<file path="src/rtl/id_ex_pipe_reg_pkg.sv">
// Shared RV32 decode constants for the ID/EX stage: opcodes, control-bundle bit positions
// and operand-use helpers.
package id_ex_pipe_reg_pkg;

  localparam int CTRL_W = 12;

  localparam logic [6:0] OP_LOAD  = 7'b0000011;
  localparam logic [6:0] OP_IMM   = 7'b0010011;
  localparam logic [6:0] OP_AUIPC = 7'b0010111;
  localparam logic [6:0] OP_STORE = 7'b0100011;
  localparam logic [6:0] OP_REG   = 7'b0110011;
  localparam logic [6:0] OP_LUI   = 7'b0110111;
  localparam logic [6:0] OP_BRANCH= 7'b1100011;
  localparam logic [6:0] OP_JALR  = 7'b1100111;
  localparam logic [6:0] OP_JAL   = 7'b1101111;

  // Control bundle layout: {RegWrite,ALUSrc,ALUSrc_pc,MemWrite,MemRead,ResultSrc,Branch,Jump,ALUOp,0}
  localparam int CTRL_REGWRITE  = 11;
  localparam int CTRL_ALUSRC    = 10;
  localparam int CTRL_ALUSRC_PC = 9;
  localparam int CTRL_MEMWRITE  = 8;
  localparam int CTRL_MEMREAD   = 7;
  localparam int CTRL_RES_HI    = 6;
  localparam int CTRL_RES_LO    = 5;
  localparam int CTRL_BRANCH    = 4;
  localparam int CTRL_JUMP      = 3;
  localparam int CTRL_ALUOP_HI  = 2;
  localparam int CTRL_ALUOP_LO  = 1;

  typedef enum logic [1:0] {
    RES_ALU = 2'b00,
    RES_MEM = 2'b01,
    RES_PC4 = 2'b10
  } result_src_e;

  typedef enum logic [1:0] {
    ALUOP_ADD   = 2'b00,
    ALUOP_SUB   = 2'b01,
    ALUOP_FUNCT = 2'b10
  } alu_op_e;

  function automatic logic uses_rs1(input logic [6:0] op);
    logic use_s;
    case (op)
      OP_LUI, OP_AUIPC, OP_JAL: use_s = 1'b0;
      default:                  use_s = 1'b1;
    endcase
    return use_s;
  endfunction

  function automatic logic uses_rs2(input logic [6:0] op);
    logic use_s;
    case (op)
      OP_REG, OP_STORE, OP_BRANCH: use_s = 1'b1;
      default:                     use_s = 1'b0;
    endcase
    return use_s;
  endfunction

endpackage

</file>
<file path="src/rtl/id_ex_pipe_reg_load_use_detect.sv">
// Combinational load-use detector: flags an ID instruction that reads the destination of
// a load currently sitting in EX.
module id_ex_pipe_reg_load_use_detect
  import id_ex_pipe_reg_pkg::*;
(
  input  logic       id_valid_i,
  input  logic [6:0] id_op_i,
  input  logic [4:0] id_rs1_i,
  input  logic [4:0] id_rs2_i,
  input  logic       ex_valid_i,
  input  logic       ex_mem_read_i,
  input  logic [4:0] ex_rd_i,
  output logic       load_use_o
);

  logic rs1_hit_s;
  logic rs2_hit_s;
  logic ex_load_s;

  assign rs1_hit_s  = uses_rs1(id_op_i) & (id_rs1_i == ex_rd_i);
  assign rs2_hit_s  = uses_rs2(id_op_i) & (id_rs2_i == ex_rd_i);
  // x0 is never a real dependency, so a load into x0 can never stall
  assign ex_load_s  = ex_valid_i & ex_mem_read_i & (ex_rd_i != 5'd0);
  assign load_use_o = ex_load_s & id_valid_i & (rs1_hit_s | rs2_hit_s);

endmodule

</file>
<file path="src/rtl/id_ex_pipe_reg.sv">
// ID/EX pipeline register with load-use stall, flush bubbles and saturating bubble counters.
// Priority per edge: reset, hold, flush, load-use, normal load.
module id_ex_pipe_reg
  import id_ex_pipe_reg_pkg::*;
#(
  parameter int XLEN  = 32,
  parameter int CNT_W = 16
) (
  input  logic              clk,
  input  logic              rst_n,
  input  logic              hold_i,
  input  logic              flush_i,
  input  logic              id_valid_i,
  input  logic [6:0]        id_op_i,
  input  logic [CTRL_W-1:0] id_ctrl_i,
  input  logic [XLEN-1:0]   id_pc_i,
  input  logic [XLEN-1:0]   id_pc4_i,
  input  logic [XLEN-1:0]   id_rs1_data_i,
  input  logic [XLEN-1:0]   id_rs2_data_i,
  input  logic [XLEN-1:0]   id_imm_i,
  input  logic [4:0]        id_rs1_i,
  input  logic [4:0]        id_rs2_i,
  input  logic [4:0]        id_rd_i,
  input  logic [2:0]        id_funct3_i,
  input  logic              id_funct7b5_i,
  output logic              stall_o,
  output logic              ex_valid_o,
  output logic [CTRL_W-1:0] ex_ctrl_o,
  output logic [XLEN-1:0]   ex_pc_o,
  output logic [XLEN-1:0]   ex_pc4_o,
  output logic [XLEN-1:0]   ex_rs1_data_o,
  output logic [XLEN-1:0]   ex_rs2_data_o,
  output logic [XLEN-1:0]   ex_imm_o,
  output logic [4:0]        ex_rs1_o,
  output logic [4:0]        ex_rs2_o,
  output logic [4:0]        ex_rd_o,
  output logic [2:0]        ex_funct3_o,
  output logic              ex_funct7b5_o,
  output logic [CNT_W-1:0]  stall_cnt_o,
  output logic [CNT_W-1:0]  flush_cnt_o
);

  logic              valid_q, valid_d;
  logic [CTRL_W-1:0] ctrl_q, ctrl_d;
  logic [XLEN-1:0]   pc_q, pc_d, pc4_q, pc4_d, rs1_data_q, rs1_data_d;
  logic [XLEN-1:0]   rs2_data_q, rs2_data_d, imm_q, imm_d;
  logic [4:0]        rs1_q, rs1_d, rs2_q, rs2_d, rd_q, rd_d;
  logic [2:0]        funct3_q, funct3_d;
  logic              funct7b5_q, funct7b5_d;
  logic [CNT_W-1:0]  stall_cnt_q, stall_cnt_d, flush_cnt_q, flush_cnt_d;
  logic              load_use_s, bubble_s, load_s;

  id_ex_pipe_reg_load_use_detect u_load_use_detect (
    .id_valid_i    (id_valid_i),
    .id_op_i       (id_op_i),
    .id_rs1_i      (id_rs1_i),
    .id_rs2_i      (id_rs2_i),
    .ex_valid_i    (valid_q),
    .ex_mem_read_i (ctrl_q[CTRL_MEMREAD]),
    .ex_rd_i       (rd_q),
    .load_use_o    (load_use_s)
  );

  // A held flush is deliberately ignored: the source keeps flush_i up until hold drops
  assign bubble_s = ~hold_i & (flush_i | load_use_s);
  assign load_s   = ~hold_i & ~flush_i & ~load_use_s;
  assign stall_o  = hold_i | (load_use_s & ~flush_i);

  always_comb begin
    valid_d     = valid_q;
    ctrl_d      = ctrl_q;
    pc_d        = pc_q;
    pc4_d       = pc4_q;
    rs1_data_d  = rs1_data_q;
    rs2_data_d  = rs2_data_q;
    imm_d       = imm_q;
    rs1_d       = rs1_q;
    rs2_d       = rs2_q;
    rd_d        = rd_q;
    funct3_d    = funct3_q;
    funct7b5_d  = funct7b5_q;
    stall_cnt_d = stall_cnt_q;
    flush_cnt_d = flush_cnt_q;
    if (load_s) begin
      valid_d    = id_valid_i;
      ctrl_d     = id_ctrl_i;
      pc_d       = id_pc_i;
      pc4_d      = id_pc4_i;
      rs1_data_d = id_rs1_data_i;
      rs2_data_d = id_rs2_data_i;
      imm_d      = id_imm_i;
      rs1_d      = id_rs1_i;
      rs2_d      = id_rs2_i;
      rd_d       = id_rd_i;
      funct3_d   = id_funct3_i;
      funct7b5_d = id_funct7b5_i;
    end else if (bubble_s) begin
      valid_d    = 1'b0;
      ctrl_d     = '0;
      pc_d       = '0;
      pc4_d      = '0;
      rs1_data_d = '0;
      rs2_data_d = '0;
      imm_d      = '0;
      rs1_d      = 5'd0;
      rs2_d      = 5'd0;
      rd_d       = 5'd0;
      funct3_d   = 3'd0;
      funct7b5_d = 1'b0;
      if (flush_i) begin
        if (flush_cnt_q != {CNT_W{1'b1}}) flush_cnt_d = flush_cnt_q + CNT_W'(1);
        else                              flush_cnt_d = flush_cnt_q;
      end else begin
        if (stall_cnt_q != {CNT_W{1'b1}}) stall_cnt_d = stall_cnt_q + CNT_W'(1);
        else                              stall_cnt_d = stall_cnt_q;
      end
    end else begin
      valid_d = valid_q;
    end
  end

  always_ff @(posedge clk) begin
    if (!rst_n) begin
      valid_q     <= 1'b0;
      ctrl_q      <= '0;
      pc_q        <= '0;
      pc4_q       <= '0;
      rs1_data_q  <= '0;
      rs2_data_q  <= '0;
      imm_q       <= '0;
      rs1_q       <= 5'd0;
      rs2_q       <= 5'd0;
      rd_q        <= 5'd0;
      funct3_q    <= 3'd0;
      funct7b5_q  <= 1'b0;
      stall_cnt_q <= '0;
      flush_cnt_q <= '0;
    end else begin
      valid_q     <= valid_d;
      ctrl_q      <= ctrl_d;
      pc_q        <= pc_d;
      pc4_q       <= pc4_d;
      rs1_data_q  <= rs1_data_d;
      rs2_data_q  <= rs2_data_d;
      imm_q       <= imm_d;
      rs1_q       <= rs1_d;
      rs2_q       <= rs2_d;
      rd_q        <= rd_d;
      funct3_q    <= funct3_d;
      funct7b5_q  <= funct7b5_d;
      stall_cnt_q <= stall_cnt_d;
      flush_cnt_q <= flush_cnt_d;
    end
  end

  assign ex_valid_o    = valid_q;
  assign ex_ctrl_o     = ctrl_q;
  assign ex_pc_o       = pc_q;
  assign ex_pc4_o      = pc4_q;
  assign ex_rs1_data_o = rs1_data_q;
  assign ex_rs2_data_o = rs2_data_q;
  assign ex_imm_o      = imm_q;
  assign ex_rs1_o      = rs1_q;
  assign ex_rs2_o      = rs2_q;
  assign ex_rd_o       = rd_q;
  assign ex_funct3_o   = funct3_q;
  assign ex_funct7b5_o = funct7b5_q;
  assign stall_cnt_o   = stall_cnt_q;
  assign flush_cnt_o   = flush_cnt_q;

endmodule

</file>
<file path="config.mk">
export PLATFORM = sky130hd
export DESIGN_NAME = id_ex_pipe_reg
export DESIGN_NICKNAME = d
export VERILOG_FILES = /design/src/rtl/id_ex_pipe_reg_pkg.sv /design/src/rtl/id_ex_pipe_reg_load_use_detect.sv /design/src/rtl/id_ex_pipe_reg.sv
export SDC_FILE = /design/constraint.sdc
export NUM_CORES = 1
export LEC_CHECK = 0
export BUFFER_PORTS_ARGS = -buffer_cell sky130_fd_sc_hd__buf_2
export CAP_MARGIN = 0
export CORE_AREA = 3 3 165 167
export CTS_BUF_LIST = sky130_fd_sc_hd__clkbuf_4 sky130_fd_sc_hd__clkbuf_8
export CTS_CLUSTER_DIAMETER = 100
export DETAILED_ROUTE_END_ITERATION = 8
export DIE_AREA = 0 0 168 170
export GPL_ROUTABILITY_DRIVEN = 0
export HOLD_SLACK_MARGIN = 0.03
export PLACE_DENSITY = 0.71
export SLEW_MARGIN = 30
export SYNTH_ARGS = -nofsm -noshare
export SYNTH_HDL_FRONTEND = slang
export SYNTH_HIERARCHICAL = 1
export SYNTH_SLANG_ARGS = --single-unit
</file>
<file path="constraint.sdc">
create_clock -name clk -period 2.6 [get_ports clk]
set_clock_uncertainty 0.05 [all_clocks]
set_input_delay 0.13 -clock clk [delete_from_list [all_inputs] [get_ports clk]]
set_output_delay 0.13 -clock clk [all_outputs]
set_load 0.01 [all_outputs]
</file>
# Yosys cells after proc, flatten, opt, wreduce, memory -nomap -nowiden
# Cells that the tools add are included.
totals:
  n_memories: 0
  reg_bits: 224
  rom_bits: 0
  elab_cells: 68
  inputBits: 203
  mem_bits_rw: 0
  latch_bits: 0
  output_inout_bits: 225
classes:
  multipliers: 0
  reduce_logical: 6
  n_mux: 19
  n_shift: 0
  n_bitwise: 17
  n_lt_le_gt_ge: 0
  n_eq_ne: 10
  n_div: 0
  add_sub_neg: 2
ops:
  columns: ["operator", "count"]
  rows:
  - ["$mux W32", 6]
  - ["$add A16 B1 Y16 const B", 2]
  - ["$ne A16 B16 Y1 const B", 2]
  - ["$mux W12", 2]
  - ["$eq A7 B6 Y1 const B", 3]
  - ["$mux W5", 4]
  - ["$eq A7 B7 Y1 const B", 2]
  - ["$and A1 B1 Y1", 10]
  - ["$eq A5 B5 Y1", 2]
  - ["$reduce_and A4 Y1", 2]
  - ["$eq A7 B5 Y1 const B", 1]
  - ["$mux W3", 2]
  - ["$reduce_or A3 Y1", 2]
  - ["$mux W1", 5]
  - ["$reduce_bool A5 Y1", 1]
  - ["$not A1 Y1", 4]
  - ["$or A1 B1 Y1", 3]
  - ["$reduce_bool A2 Y1", 1]

# Logic depth before layout (Yosys ltp)
# Gate-level depths: netlist of the first run.
depth:
  word_depth: 10
  ltp_mapped: 9
  mapped_depth_nobuf: 8

# Hierarchy
# The synthesis of the first run kept the hierarchy.
modules_own_cells:
  columns: ["module", "cells_per_inst", "instances", "area_per_inst_um2", "seq_area_each_um2"]
  rows:
  - ["id_ex_pipe_reg", 838, 1, 7886.3, 4484.3]
  - ["id_ex_pipe_reg_load_use_detect", 23, 1, 173.9, 0.0]

# Worst setup path before layout of the first run
# Ideal clock, no wire load.
synth_timing:
  path_kind: "reg-to-reg"
  from: "reg rd_q[2] (netlist: ex_rd_o[2])"
  to: "reg stall_cnt_q[15] (netlist: stall_cnt_o[15])"
  n_path_buf: 1
  t_arrival_ns: 2.642
  required_ns: 2.480
  setup_time_ns: 0.070
  stages_incl_launch_ff: 10
  period_less_slack_ns: 2.763
  path_slack_ns: -0.163
  path_cell_list: "dfxtp_1 -> xor2_1 -> nor3_1 -> o2111ai_1 -> a21oi_1 -> or3b_1 -> buf_2 -> or4_4 -> or4_1 -> a21oi_1"
synth_via:
  elab_chain_len: 8
  word_cells_on_any_way: 15
  cone_classes: "eq/ne: 2; bitwise: 11; reduce/logical: 2"
synth_lines:
  columns: ["element", "line_no", "rtl"]
  rows:
  - ["start, declared", "id_ex_pipe_reg.sv:47", "logic [4:0] rs1_q, rs1_d, rs2_q, rs2_d, rd_q, rd_d;"]
  - ["start signal, assigned", "id_ex_pipe_reg.sv:148", "rd_q <= rd_d;"]
  - ["$eq A5 B5 Y1, or another cell as far along", "id_ex_pipe_reg_load_use_detect.sv:20", "assign rs1_hit_s = uses_rs1(id_op_i) & (id_rs1_i == ex_rd_i);"]
  - ["$and A1 B1 Y1, on equally long branches", "id_ex_pipe_reg_load_use_detect.sv:20, id_ex_pipe_reg_load_use_detect.sv:21, id_ex_pipe_reg_load_use_detect.sv:23", null]
  - ["$or A1 B1 Y1 / $and A1 B1 Y1 (equally long branches)", "id_ex_pipe_reg_load_use_detect.sv:24", "assign load_use_o = ex_load_s & id_valid_i & (rs1_hit_s | rs2_hit_s);"]
  - ["$and A1 B1 Y1 (*)", "id_ex_pipe_reg_load_use_detect.sv:24", null]
  - ["net load_use_s", "id_ex_pipe_reg.sv:51", "logic load_use_s, bubble_s, load_s;"]
  - ["$not A1 Y1", "id_ex_pipe_reg.sv:66", "assign load_s = ~hold_i & ~flush_i & ~load_use_s;"]
  - ["$and A1 B1 Y1", "id_ex_pipe_reg.sv:66", null]
  - ["$not A1 Y1 (no source line)", null, null]
  - ["$reduce_and A4 Y1 (no source line) (*)", null, null]
  - ["end signal, assigned", "id_ex_pipe_reg.sv:151", "stall_cnt_q <= stall_cnt_d;"]
  - ["end, declared", "id_ex_pipe_reg.sv:50", "logic [CNT_W-1:0] stall_cnt_q, stall_cnt_d, flush_cnt_q, flush_cnt_d;"]
# Mark *: on every way through the listed nets, which the timed path passes. The rest lies on a longest branch.
# A chain may end at the register's enable or synchronous reset.

# Worst setup path in the final report of the first run
layout_timing:
  from: "reg rd_q[4] (netlist: ex_rd_o[4])"
  to: "reg stall_cnt_q[15] (netlist: stall_cnt_o[15])"
# The elaborated chain is that of the path after synthesis.

==> qor.csv, run 1 <==
metric;value;unit
timing.hold.ws;0.06948;ns
slew_headroom;34.77;%
die_y;170;µm
die_w;168;µm
setup_viol;2;
synthDistinctLibCells;42;
dp_slack;-0.04451;ns
root_buffer;clkbuf_8;
worstPathArrival;3.01;ns
drt_iter0_drc;870;
via_per_inst;5.160;
slowest_stage;or4_4;
max_freq;0.3824;GHz
hold_viol;0;
final_cell_count_no_fill;1849;
synth_top_family_by_area;compound AO/OA/AOI/OAI gates;
grt_usage;20.44;%
place_hpwl;19000;µm
core_area;0.02591;mm²
synth_seq_cells;224;
vias;9541;
grt_pass1_vias;9552;
cts_tree;built;
nets;1689;
drc;0;
period_share;100.6;%
synthAdderAreaFrac;0.3105;%
grt_max_degree;194;
syn_avg_cell_area;9.361;µm²
worstPathMaxFanout;4;
finalWorstSetupSlack;-0.01506;ns
fin_total_pwr;8.021;mW
violations;negative setup slack;
syn_inst;861;
synthesis.nets;1066;
cp.required;2.99;ns
drive_above_1_share;36.29;%
powerDensity;590.7;mW/mm²
ys_seq_area_share;55.63;%
cp-end-kind;register;
cts_buffer_depth;3;
io_pins;428;
cpPeakStageDelay;0.53;ns
path_class;reg2reg;
dieArea;0.02856;mm²
path_delay_family;simple AND/OR/NAND/NOR gates;
worst_pin_slew;0.9785;ns
portBuffers;427;
clock-sinks;224;
hold_class;in2reg;
cts.clk_slew.worst_paths;0.06;ns
period_needed;2.615;ns
p_leak;6.220;nW
htreeDepth;2;
ant_nets;0;
yosysWarnings;6;
grt_antenna_before_repair;2;
avgRoutedWirePerCell;17.15;µm
wirelength;31710;µm
fp-row-count;59;
first_pass_iters;6;
grt_overflow;0;
cap_violations;0;
cts_buffers;38;
crit_buf_inv;0;
synthesis.area;0.008060;mm²
synth-simple-area-share;15.99;%
rsz0062_at_grt;yes;
synthXorXnorAreaFrac;1.195;%
area_growth;68.47;%
irDropWorstVdd;0.0003978;V
start_util;31.11;%
synth_compound_area_share;22.57;%
cp_cell_sequence;xor2_1 > nor3_1 > nand4_1 > a21oi_2 > or3b_4 > or4_4 > or4_1 > a21oi_1;
grt_first_pass_wirelength;48780;µm
start_kind;register;
synth.mux.area_fraction;0.3726;%
clk_latency;0.51;ns
outcome;finished with violations;
drv_slew;0;
dpl.cell_count;1578;
==> sequential cells by signal (all words and copies together) (netlist names) <==
| name | cells |
|---|---|
| flush_cnt_o | 16 |
| ex_valid_o | 1 |
| ex_funct3_o | 3 |
| ex_rs1_o | 5 |
| ex_pc_o | 32 |
| ex_funct7b5_o | 1 |
| ex_ctrl_o | 12 |
| ex_rs2_o | 5 |
| ex_rs2_data_o | 32 |
| ex_rd_o | 5 |
| ex_pc4_o | 32 |
| ex_imm_o | 32 |
| stall_cnt_o | 16 |
| ex_rs1_data_o | 32 |
==> layout make-up <==
| cell class | instances | area (µm²) |
|---|---|---|
| antenna | 4 | 10.01 |
| clock buffer | 62 | 809.5 |
| clock inverter | 4 | 22.52 |
| fill | 2204 | 12330 |
| inverter | 9 | 38.79 |
| multi-input combinational | 555 | 3298 |
| sequential | 224 | 4493 |
| tap | 335 | 419.2 |
| timing repair buffer | 656 | 4488 |
==> cells in the mapped netlist <==
cell type / n / area (µm²)
nand3b_1: 1 / 7.510
xor2_1: 7 / 61.31
and4_1: 2 / 17.52
a21o_1: 1 / 7.510
buf_6: 1 / 11.26
nand3_1: 9 / 45.04
a22oi_1: 192 / 1441
o311ai_0: 1 / 8.760
or3b_1: 1 / 8.760
or3_1: 9 / 56.30
mux2i_1: 3 / 30.03
dfxtp_1: 224 / 4484
buf_2: 1 / 5.000
nor3b_1: 1 / 7.510
nand2b_1: 4 / 25.02
a311oi_1: 1 / 8.760
ha_1: 2 / 25.02
and4b_1: 1 / 10.01
a211oi_1: 2 / 15.01
nor3_1: 7 / 35.03
or3b_2: 1 / 8.760
clkinv_1: 1 / 3.750
a31oi_1: 1 / 6.260
nor4b_1: 1 / 8.760
or2_2: 5 / 31.28
buf_1: 1 / 3.750
o31ai_1: 13 / 97.59
xnor2_1: 4 / 35.03
nand2_1: 11 / 41.29
nand4_1: 11 / 68.82
and3_1: 1 / 6.260
o41ai_1: 2 / 17.52
nor4_1: 5 / 31.28
a21oi_1: 27 / 135.1
or4_4: 1 / 11.26
o21ai_0: 11 / 55.05
nand4b_1: 1 / 8.760
o2111ai_1: 3 / 26.28
inv_1: 8 / 30.03
clkbuf_1: 70 / 262.8
or4_1: 16 / 120.1
nor2_1: 197 / 739.5
==> kinds of logic after synthesis <==
group	count (synthesis)
AND/OR/NAND/NOR	285
AO/OA/AOI/OAI	254
flip-flops	224
buffers and inverters	82
XOR/XNOR	11
multiplexers	3
adder cells (fa/ha/maj)	2
==> worst reg2reg max path: stages, from the launching register on <==
cell     delay, ns
dfxtp_2       0.34
xor2_1        0.14
nor3_1        0.21
nand4_1       0.13
a21oi_2       0.20
or3b_4        0.41
or4_4         0.53
or4_1         0.40
a21oi_1       0.13
==> final timing paths <==
kind | startpoint | to | slack (ns) | depth (start not counted)
worst max-delay path | ex_rd_o[4]$_SDFFE_PN0P_ | stall_cnt_o[15]$_SDFFE_PN0P_ | -0.02 | 8
worst min-delay path | hold_i | stall_cnt_o[1]$_SDFFE_PN0P_ | 0.07 | 5
worst max register to register | ex_rd_o[4]$_SDFFE_PN0P_ | stall_cnt_o[15]$_SDFFE_PN0P_ | -0.02 | 8
worst min register to register | flush_cnt_o[15]$_SDFFE_PN0P_ | flush_cnt_o[15]$_SDFFE_PN0P_ | 0.45 | 2
==> cells in the final DEF (no fill, tap or decap), types with 13 or more instances in the layout <==
master	n
buf_4	23
buf_2	427
a21oi_1	26
a22oi_1	192
o31ai_1	13
nor2_1	197
dlygate4sd3_1	193
dfxtp_1	219
clkbuf_8	55
or4_1	16
==> power breakdown <==
part	switching [mW]	internal, mW
logic	0.488	0.532
registers	0.0655	3.55
clock network	1.43	1.96
total	1.98	6.04
==> per-layer routing <==
metal	global-route usage [%]	wire, µm	vias to the layer above
met1	24.05	12190	4534
met5	0	0	-
met2	34.99	15650	505
met4	10.25	1433	0
li1	-	-	4385
met3	4.878	2432	117
==> per-stage QoR <==
stage          instance area (µm²)  setup TNS [ns]  util, %
5_1_grt                      13570         -0.3946    52.39
4_1_cts                      13460        -0.08302    51.96
2_1_floorplan                 8078        -0.03194        -
3_5_place_dp                 10700        -0.09599    41.28
3_3_place_gp                 10700         -0.1025    41.28
6_report                     13580        -0.02400    52.41
==> timing repair <==
action                                 in CTS  in global routing
pin swaps                                   5                  3
buffers inserted                            0                  6
hold buffers                              193                  0
endpoints found under the hold margin     197                  0
cloned                                      0                  2
resized for setup                           2                  6
setup endpoints to repair                   3                 77
Power figures use the tool's default switching activity.
==> inputs of run 2 (changes only) <==
--- a/config.mk
+++ b/config.mk
@@ -14,7 +14,9 @@
 export DIE_AREA = 0 0 168 170
 export GPL_ROUTABILITY_DRIVEN = 0
 export HOLD_SLACK_MARGIN = 0.03
+export MAX_ROUTING_LAYER = met4
 export PLACE_DENSITY = 0.71
+export REMOVE_ABC_BUFFERS = 1
 export SLEW_MARGIN = 30
 export SYNTH_ARGS = -nofsm -noshare
 export SYNTH_HDL_FRONTEND = slang
==> run 2 against run 1 <==
Against the previous run: the run still ends with negative setup slack left; register-to-register slack worse by 0.03 ns; first-iteration DRC count down 12%; final cell count down 0.22%; worst hold slack improved by 0.013 ns; cell area shrank 0.36%; wire length rose by 0.15%; largest cell class unchanged; largest power group unchanged.
==> qor.csv, run 2 (synthesis gave the netlist of run 1 again) <==
metric;value;unit
outcome;finished with violations;
violations;negative setup slack;
start_util;31.11;%
hold_viol;0;
grt_max_degree;181;
first_pass_iters;5;
hold_class;in2reg;
drv_slew;0;
grt_pass1_vias;9578;
cts.clk_slew.worst_paths;0.07;ns
worstPathArrival;3.06;ns
cts_buffer_depth;3;
grt_usage;21.26;%
fin_area;0.01353;mm²
p_leak;6.178;nW
wirelength;31760;µm
io_pins;428;
setup_viol;3;
area_growth;67.87;%
rsz0062_at_grt;yes;
ant_nets;0;
postPlaceCellArea;0.01063;mm²
portBuffers;427;
drc;0;
final_cell_mix;buf_2 (426), dfxtp_1 (222), nor2_1 (197), dlygate4sd3_1 (194), a22oi_1 (192);
path_class;reg2reg;
drive_above_1_share;36.41;%
powerDensity;594.5;mW/mm²
avgRoutedWirePerCell;17.21;µm
irDropWorstVdd;0.0004268;V
grt_overflow;0;
cts_buffers;39;
worstPathMaxFanout;4;
finalWorstSetupSlack;-0.04739;ns
clk_latency;0.52;ns
vias;9381;
fin_util;52.22;%
root_buffer;clkbuf_8;
drt_iter0_drc;765;
cp-end-kind;register;
fp-row-count;59;
cp.required;3.01;ns
worst_pin_slew;0.8603;ns
period_needed;2.647;ns
via_per_inst;5.085;
nets;1681;
place_hpwl;19780;µm
grt_first_pass_wirelength;48680;µm
slew_headroom;42.64;%
max_freq;0.3777;GHz
mostFrequentLayoutCell;buf_2;
clock-sinks;224;
period_share;101.8;%
grt_antenna_before_repair;0;
dieArea;0.02856;mm²
die_w;168;µm
core_area;0.02591;mm²
die_y;170;µm
start_kind;register;
cap_violations;0;
cts_tree;built;
htreeDepth;2;
[run 2: cell count changes in the layout (fill, tap and decap cells not counted), moves of 3 or more]
cell	before	now
dfxtp_1	219	222
o31ai_1	13	9
nor3_2	0	3
clkbuf_8	55	50
clkinv_2	3	8
buf_4	23	16
o31ai_2	0	3
dfxtp_2	4	1
[run 2: metrics by stage]
step / hold slack, ns / cells / total power [mW] / setup TNS (ns) / worst slack [ns]
floorplan: 0.2241 / 788 / 4.006 / -1750.60 / -8.893
global placement: 0.3088 / 1574 / 4.400 / -0.2694 / -0.1056
detailed placement: 0.3175 / 1574 / 4.412 / -0.3060 / -0.1042
CTS: 0.06618 / 1839 / 8.117 / -0.07551 / -0.02644
global route: 0.1009 / 1840 / 8.399 / -0.9604 / -0.1231
finish: 0.08200 / 1845 / 8.044 / -0.07114 / -0.04739
[run 2: worst max-delay path, stage by stage, from the launching register on]
cell and delay, ns:
dfxtp_4 0.36, xor2_1 0.17, nor3_1 0.21, nand4_1 0.14, a21oi_2 0.17, or3b_4 0.40, or4_4 0.53, or4_4 0.43
a21oi_2 0.14
[run 2: worst paths after layout]
check                                       to  slack (ns)                    startpoint  depth (start not counted)
setup / recovery  stall_cnt_o[13]$_SDFFE_PN0P_       -0.05       ex_rd_o[3]$_SDFFE_PN0P_                          8
hold / removal     flush_cnt_o[2]$_SDFFE_PN0P_        0.08                       flush_i                          3
setup reg to reg  stall_cnt_o[13]$_SDFFE_PN0P_       -0.05       ex_rd_o[3]$_SDFFE_PN0P_                          8
hold reg to reg   flush_cnt_o[11]$_SDFFE_PN0P_        0.45  flush_cnt_o[11]$_SDFFE_PN0P_                          2
[run 2: metal layers]
layer	part of all wire (%)	track usage [%]
met1	38	23.51
met2	49	35.71
met3	9.2	7.015
met4	3.4	8.182
met5	0	-
[run 2: report_power, final]
part           internal, mW  switching, mW
sequential             3.55         0.0645
clock                  1.97           1.48
combinational         0.514          0.475
total                  6.03           2.02
[run 2: final cells by class]
class                   instances  area [µm²]
repair buffers                647        4393
diodes                          5       12.51
multi-input cells             555        3336
fillers                      2204       12380
clock inverters                11       86.33
inverters                       9       38.79
flip-flops and latches        224        4489
clock buffers                  59       755.7
well taps                     335       419.2
[run 2: what timing repair did]
| item | CTS | global route |
|---|---|---|
| pin swaps | 7 | 7 |
| setup endpoints to repair | 5 | 61 |
| setup buffers | 1 | 1 |
| hold buffers | 194 | 0 |
| resized for setup | 8 | 13 |
| hold endpoints to repair | 196 | 0 |
